## src/rtl/bsg_round_robin_2_to_2_deswizzle_pkg.sv

```systemverilog
// Shared types and helpers for the two-lane round-robin deswizzle.
//   lane_sel_t  : selects one of the two lane FIFOs
//   lane0/lane1 : lane index constants
//   ptr_width() : pointer width for an els-entry lane FIFO, never below 1
package bsg_round_robin_2_to_2_deswizzle_pkg;

  typedef logic lane_sel_t;

  localparam lane_sel_t lane0 = 1'b0;
  localparam lane_sel_t lane1 = 1'b1;

  localparam int num_lanes_gp = 2;

  function automatic int ptr_width(input int els);
    return (els <= 2) ? 1 : $clog2(els);
  endfunction

endpackage

```

## src/rtl/bsg_round_robin_2_to_2_deswizzle_lane.sv

```systemverilog
// Single lane FIFO of els_p entries.
//   clk_i, reset_n_i : clock, synchronous active-low reset
//   data_i/v_i/ready_o : ready/valid write port
//   data_o/v_o/yumi_i  : valid/yumi read port (yumi only honoured when v_o)
// Full/empty come from equal pointers plus a wrap bit per pointer, so any
// els_p works, not just powers of two.
module bsg_round_robin_lane_fifo
  import bsg_round_robin_2_to_2_deswizzle_pkg::*;
#(
  parameter int width_p = 8,
  parameter int els_p   = 4
) (
  input  logic               clk_i,
  input  logic               reset_n_i,
  input  logic [width_p-1:0] data_i,
  input  logic               v_i,
  output logic               ready_o,
  output logic [width_p-1:0] data_o,
  output logic               v_o,
  input  logic               yumi_i
);

  localparam int ptr_w_lp = ptr_width(els_p);
  localparam logic [ptr_w_lp-1:0] last_lp = ptr_w_lp'(els_p - 1);
  localparam logic [ptr_w_lp-1:0] one_lp  = ptr_w_lp'(1);

  logic [els_p-1:0][width_p-1:0] mem_r;
  logic [ptr_w_lp-1:0] rd_ptr_r, wr_ptr_r;
  logic                rd_wrap_r, wr_wrap_r;
  logic                ptr_eq, full, empty, enq, deq;

  assign ptr_eq = (rd_ptr_r == wr_ptr_r);
  assign full   = ptr_eq & (rd_wrap_r != wr_wrap_r);
  assign empty  = ptr_eq & (rd_wrap_r == wr_wrap_r);

  // Gating with reset keeps both handshakes quiet while reset is held,
  // including the cycle before the first reset edge has cleared state.
  assign ready_o = reset_n_i & ~full;
  assign v_o     = reset_n_i & ~empty;
  assign data_o  = mem_r[rd_ptr_r];

  // Writes while full and pops while empty are ignored here, so illegal
  // traffic cannot corrupt the pointers.
  assign enq = v_i & ready_o;
  assign deq = yumi_i & v_o;

  always_ff @(posedge clk_i) begin
    if (enq) mem_r[wr_ptr_r] <= data_i;
  end

  always_ff @(posedge clk_i) begin
    if (!reset_n_i) begin
      rd_ptr_r  <= '0;
      wr_ptr_r  <= '0;
      rd_wrap_r <= 1'b0;
      wr_wrap_r <= 1'b0;
    end else begin
      if (enq) begin
        if (wr_ptr_r == last_lp) begin
          wr_ptr_r  <= '0;
          wr_wrap_r <= ~wr_wrap_r;
        end else begin
          wr_ptr_r  <= wr_ptr_r + one_lp;
        end
      end
      if (deq) begin
        if (rd_ptr_r == last_lp) begin
          rd_ptr_r  <= '0;
          rd_wrap_r <= ~rd_wrap_r;
        end else begin
          rd_ptr_r  <= rd_ptr_r + one_lp;
        end
      end
    end
  end

endmodule

```

## src/rtl/bsg_round_robin_2_to_2_deswizzle.sv

```systemverilog
// Receive side of a round-robin FIFO pair: two lane FIFOs read back in the
// writer's global order, up to two elements per cycle.
//   clk_i, reset_n_i : clock, synchronous active-low reset
//   data_i, v_i      : per-lane write data/valid (lane k at [k*width_p +: width_p])
//   ready_o          : per-lane not-full
//   data_o, v_o      : in-order output, slot 0 oldest, v_o thermometer coded
//   yumi_i           : thermometer consume count (01 = one, 11 = two)
// tail_r names the lane holding the oldest element.
module bsg_round_robin_2_to_2_deswizzle
  import bsg_round_robin_2_to_2_deswizzle_pkg::*;
#(
  parameter int width_p = 8,
  parameter int els_p   = 4
) (
  input  logic                 clk_i,
  input  logic                 reset_n_i,
  input  logic [2*width_p-1:0] data_i,
  input  logic [1:0]           v_i,
  output logic [1:0]           ready_o,
  output logic [2*width_p-1:0] data_o,
  output logic [1:0]           v_o,
  input  logic [1:0]           yumi_i
);

  lane_sel_t tail_r;

  logic [num_lanes_gp-1:0][width_p-1:0] lane_data;
  logic [num_lanes_gp-1:0]              lane_v, lane_ready, lane_yumi;
  logic                                 pop0, pop1;

  for (genvar k = 0; k < num_lanes_gp; k++) begin : g_lane
    bsg_round_robin_lane_fifo #(
      .width_p (width_p),
      .els_p   (els_p)
    ) u_fifo (
      .clk_i     (clk_i),
      .reset_n_i (reset_n_i),
      .data_i    (data_i[k*width_p +: width_p]),
      .v_i       (v_i[k]),
      .ready_o   (lane_ready[k]),
      .data_o    (lane_data[k]),
      .v_o       (lane_v[k]),
      .yumi_i    (lane_yumi[k])
    );
  end

  assign ready_o = lane_ready;

  // Slot 1 is only valid behind a valid slot 0, so a younger element in the
  // other lane is never shown while the older one is still missing.
  assign v_o[0] = lane_v[tail_r];
  assign v_o[1] = lane_v[tail_r] & lane_v[~tail_r];
  assign data_o = {lane_data[~tail_r], lane_data[tail_r]};

  // Only effective pops steer the lanes and the tail, so a malformed yumi
  // cannot skip an element or desynchronise tail_r from the lane contents.
  assign pop0 = yumi_i[0] & v_o[0];
  assign pop1 = pop0 & yumi_i[1] & v_o[1];

  always_comb begin
    lane_yumi          = '0;
    lane_yumi[tail_r]  = pop0;
    lane_yumi[~tail_r] = pop1;
  end

  always_ff @(posedge clk_i) begin
    if (!reset_n_i) tail_r <= lane0;
    else            tail_r <= tail_r ^ pop0 ^ pop1;
  end

`ifndef SYNTHESIS
  always_ff @(posedge clk_i) begin
    if (reset_n_i) begin
      assert (!(yumi_i[1] && !yumi_i[0]))
        else $error("yumi_i not thermometer coded: %b", yumi_i);
      for (int k = 0; k < 2; k++) begin
        assert (!(yumi_i[k] && !v_o[k]))
          else $error("yumi_i[%0d] without v_o[%0d]", k, k);
        // Dropped writes are harmless to state, so this only warns.
        assert (!(v_i[k] && !ready_o[k]))
          else $warning("write on lane %0d while not ready is dropped", k);
      end
    end
  end
`endif

endmodule

```

## config.mk

```make
export PLATFORM = sky130hd
export DESIGN_NAME = bsg_round_robin_2_to_2_deswizzle
export DESIGN_NICKNAME = d
export VERILOG_FILES = /design/src/rtl/bsg_round_robin_2_to_2_deswizzle_pkg.sv /design/src/rtl/bsg_round_robin_2_to_2_deswizzle_lane.sv /design/src/rtl/bsg_round_robin_2_to_2_deswizzle.sv
export SDC_FILE = /design/constraint.sdc
export NUM_CORES = 1
export LEC_CHECK = 0
export CAP_MARGIN = 30
export CORE_AREA = 4 4 113 115
export CTS_BUF_LIST = sky130_fd_sc_hd__clkbuf_4
export DETAILED_ROUTE_END_ITERATION = 16
export DIE_AREA = 0 0 117 119
export GPL_TIMING_DRIVEN = 0
export PLACE_DENSITY = 0.52
export SYNTH_ARGS = -nofsm -noshare
export SYNTH_HDL_FRONTEND = slang
export SYNTH_SLANG_ARGS = --single-unit
```

## constraint.sdc

```tcl
create_clock -name clk_i -period 2.4 [get_ports clk_i]
set_input_delay 0.24 -clock clk_i [delete_from_list [all_inputs] [get_ports clk_i]]
set_output_delay 0.24 -clock clk_i [all_outputs]
set_load 0.05 [all_outputs]
```

==> metrics <==
die width 117 microns; Layout fillers 1156; Post-CTS Repair Setup Buffers 0; post-synthesis sequential area ratio between 60 and 70%; # IOs between 40 and 50; largest net degree at the start of global routing 13; status finished clean; clock tree from TritonCTS done; first-pass GRT wire length roughly 11000 microns; fraction of layout cells with a size suffix above 1 22.44%; CORE AREA ~0.012 sq mm; Distinct cells, synth 38; final worst path period share 94.58%; LEAKAGE about 0.0015 uW; Initial Util between 20% and 30%; CP startpoint kind flop; worst rel slew slack 64.75%; DRT antenna net count 0; Rows 40; crit end category output pin; Setup CP Type reg2out; final hold vios 0; syn avg cell area 14.15 sq um; mapped cell area 0.003482 sq mm; CTS clock-pin slew for the worst setup and hold paths 120 ps; clock latency on the worst-skew pair 410 ps; Nets 330; dpl hpwl 5047 microns; antenna cells 0; CTS sink count 77; Critical Path RT 2160 ps; multi-input combinational cell area 0.001212 sq mm; critical path arrival about 2000 ps; die height ~120 microns; Post-route DRC 0; cts bufs inserted 9; Crit Path Max Fanout 10; routed vias 2060; total global-route track usage 10.74%; clock root buffer clkbuf_4; Peak VDD IR 0.4062 mV; initial antenna violation count 0; Congestion Overflow GR 0; Worst Tran Pin Value 528.8 ps; final setup fails 0; Hold Path Class in2reg; vias in the first global route 2196; power per cell area 865.2 mW/mm^2; # H-tree levels 3; register area 0.002185 sq mm; DR WL/cell 15.61 microns; RSZ-0062 raised after global routing false; final hold slack 459.2 ps; fin crit period 2270 ps; Die Area between 0.01 and 0.015 sq mm; Port Buf Inserts 41; placed inst area approximately 0.004 sq mm; setup_tns 0 ps; Initial DRC Count 75; via/cell ratio between 4 and 5; Syn Nets around 280; hold buffer count at CTS 0; area grow syn2layout 19.69%; fin. max-slew vios 0; dpl cells around 430; final WL 7024 microns; max_cap viols 0; Max Fclk about 440 MHz; Reg2Reg Setup Slack around 400 ps; drt pass-1 iters 4; final std cells w/o fill 450; Resize count post-CTS 74; post-layout instance area 0.004168 sq mm; Cells after Synth 246; Setup Skew 17.16 ps; FF+latch count, synth 77; YS warnings 0; routability congestion estimate from global placement 0.8120; CTS Buffer Depth 2
-- sequential cells by signal, indices dropped and copies added (netlist names) --
| signal | cells |
|---|---|
| g_lane.u_fifo.mem_r | 64 |
| g_lane.u_fifo.rd_ptr_r | 4 |
| g_lane.u_fifo.rd_wrap_r | 2 |
| g_lane.u_fifo.wr_ptr_r | 4 |
| g_lane.u_fifo.wr_wrap_r | 2 |
| tail_r | 1 |
-- routing by layer --
metal  global-route usage [%]  share of wire [%]  wire length, microns  vias up
met5                        0                  0                     0        -
met4                    4.086                1.4                   100        0
met3                    3.303                5.5                   387        9
met2                    15.83                 46                  3209       43
met1                    14.75                 47                  3326      997
li1                         -                  -                     -     1011
-- metrics by stage --
step           util [%]  power, uW  worst slack [ps]
2_1_floorplan         -       2588             107.2
3_3_place_gp      34.51       3037            -207.1
3_5_place_dp      34.51       3054            -189.1
4_1_cts           35.43       3656            -140.3
5_1_grt           35.29       3803           0.09259
6_report          35.29       3606             130.0
-- cell usage in the layout, fill, tap and decap left out, types with 3 or more instances in the layout --
master            n
a31oi_1           3
and2_1            6
buf_2             9
buf_4             3
buf_6             3
clkbuf_1          4
clkbuf_2          4
clkbuf_4         10
clkdlybuf4s15_2   6
clkdlybuf4s50_1  21
clkinv_1          4
dfxtp_1          11
edfxtp_1         64
ha_1             10
inv_1            12
mux2i_1           4
mux4_2           16
nand2_1          62
nand4_1           3
nor2_1            7
o21ai_0           3
o31ai_1           4
xnor2_2           3
-- critical path, cell delays in order (launching register included) --
cell             delay, ps
dfxtp_1                350
buf_6                  160
xnor2_2                200
and3_1                 250
a211oi_1               260
clkdlybuf4s18_2        400
-- final timing paths --
path | start | end | cells past startpoint
hold reg to reg | g_lane[0].u_fifo.rd_wrap_r$_SDFFE_PN0P_ | g_lane[0].u_fifo.rd_wrap_r$_SDFFE_PN0P_ | 2
hold / removal | data_i[0] | g_lane[0].u_fifo.mem_r[0]$_DFFE_PP_ | 1
setup reg to reg | g_lane[1].u_fifo.rd_ptr_r[1]$_SDFFE_PN0P_ | g_lane[1].u_fifo.mem_r[15]$_DFFE_PP_ | 4
setup / recovery | g_lane[1].u_fifo.rd_ptr_r[1]$_SDFFE_PN0P_ | v_o[0] | 5
-- Yosys cell counts, drive strengths merged --
master / count / share of area [%]
mux4: 16 / 10
nand3b: 1 / 0.22
a41oi: 2 / 0.72
a311oi: 2 / 1.5
edfxtp: 64 / 55
o221ai: 2 / 0.68
nand3: 1 / 0.14
o31ai: 4 / 0.86
a2bb2oi: 1 / 0.25
or2: 1 / 0.18
xnor2: 6 / 2.2
nand4b: 1 / 0.25
buf: 6 / 1.3
nor2b: 1 / 0.18
mux2i: 4 / 1.1
nor2: 7 / 0.75
and3: 2 / 0.36
a211oi: 1 / 0.22
inv: 12 / 1.3
a31oi: 3 / 0.54
ha: 10 / 3.6
o22ai: 1 / 0.18
nand2: 63 / 6.9
xor2: 2 / 0.50
a21o: 1 / 0.22
clkbuf: 5 / 0.54
o211ai: 1 / 0.22
nand4: 3 / 0.54
clkinv: 1 / 0.11
o21ai: 3 / 0.43
dfxtp: 13 / 7.5
and2: 6 / 1.1
-- area by class of cell --
type                    count  area share (%)
flip-flops and latches     77           52.42
multi-input cells         145           29.09
clock buffers              10           1.801
clock inverters             6          0.7205
well taps                 147           4.413
inverters                  13           1.171
plain buffers              11           1.831
repair buffers             41           8.556
-- kinds of logic after synthesis --
kind of cell	Yosys count	synth area share, %
compound gates	21	5.822
xor+xnor	8	2.659
fa+ha+maj	10	3.593
buf+inv	24	3.198
flops	77	62.67
mux	20	11.50
simple gates	86	10.56
-- report_power, final --
part | leakage (uW) | switching (uW) | internal (uW)
logic | 0.000759 | 951 | 442
registers | 0.000688 | 51.7 | 1520
clock network | 0.0000626 | 431 | 213
Power figures use the tool's default switching activity.
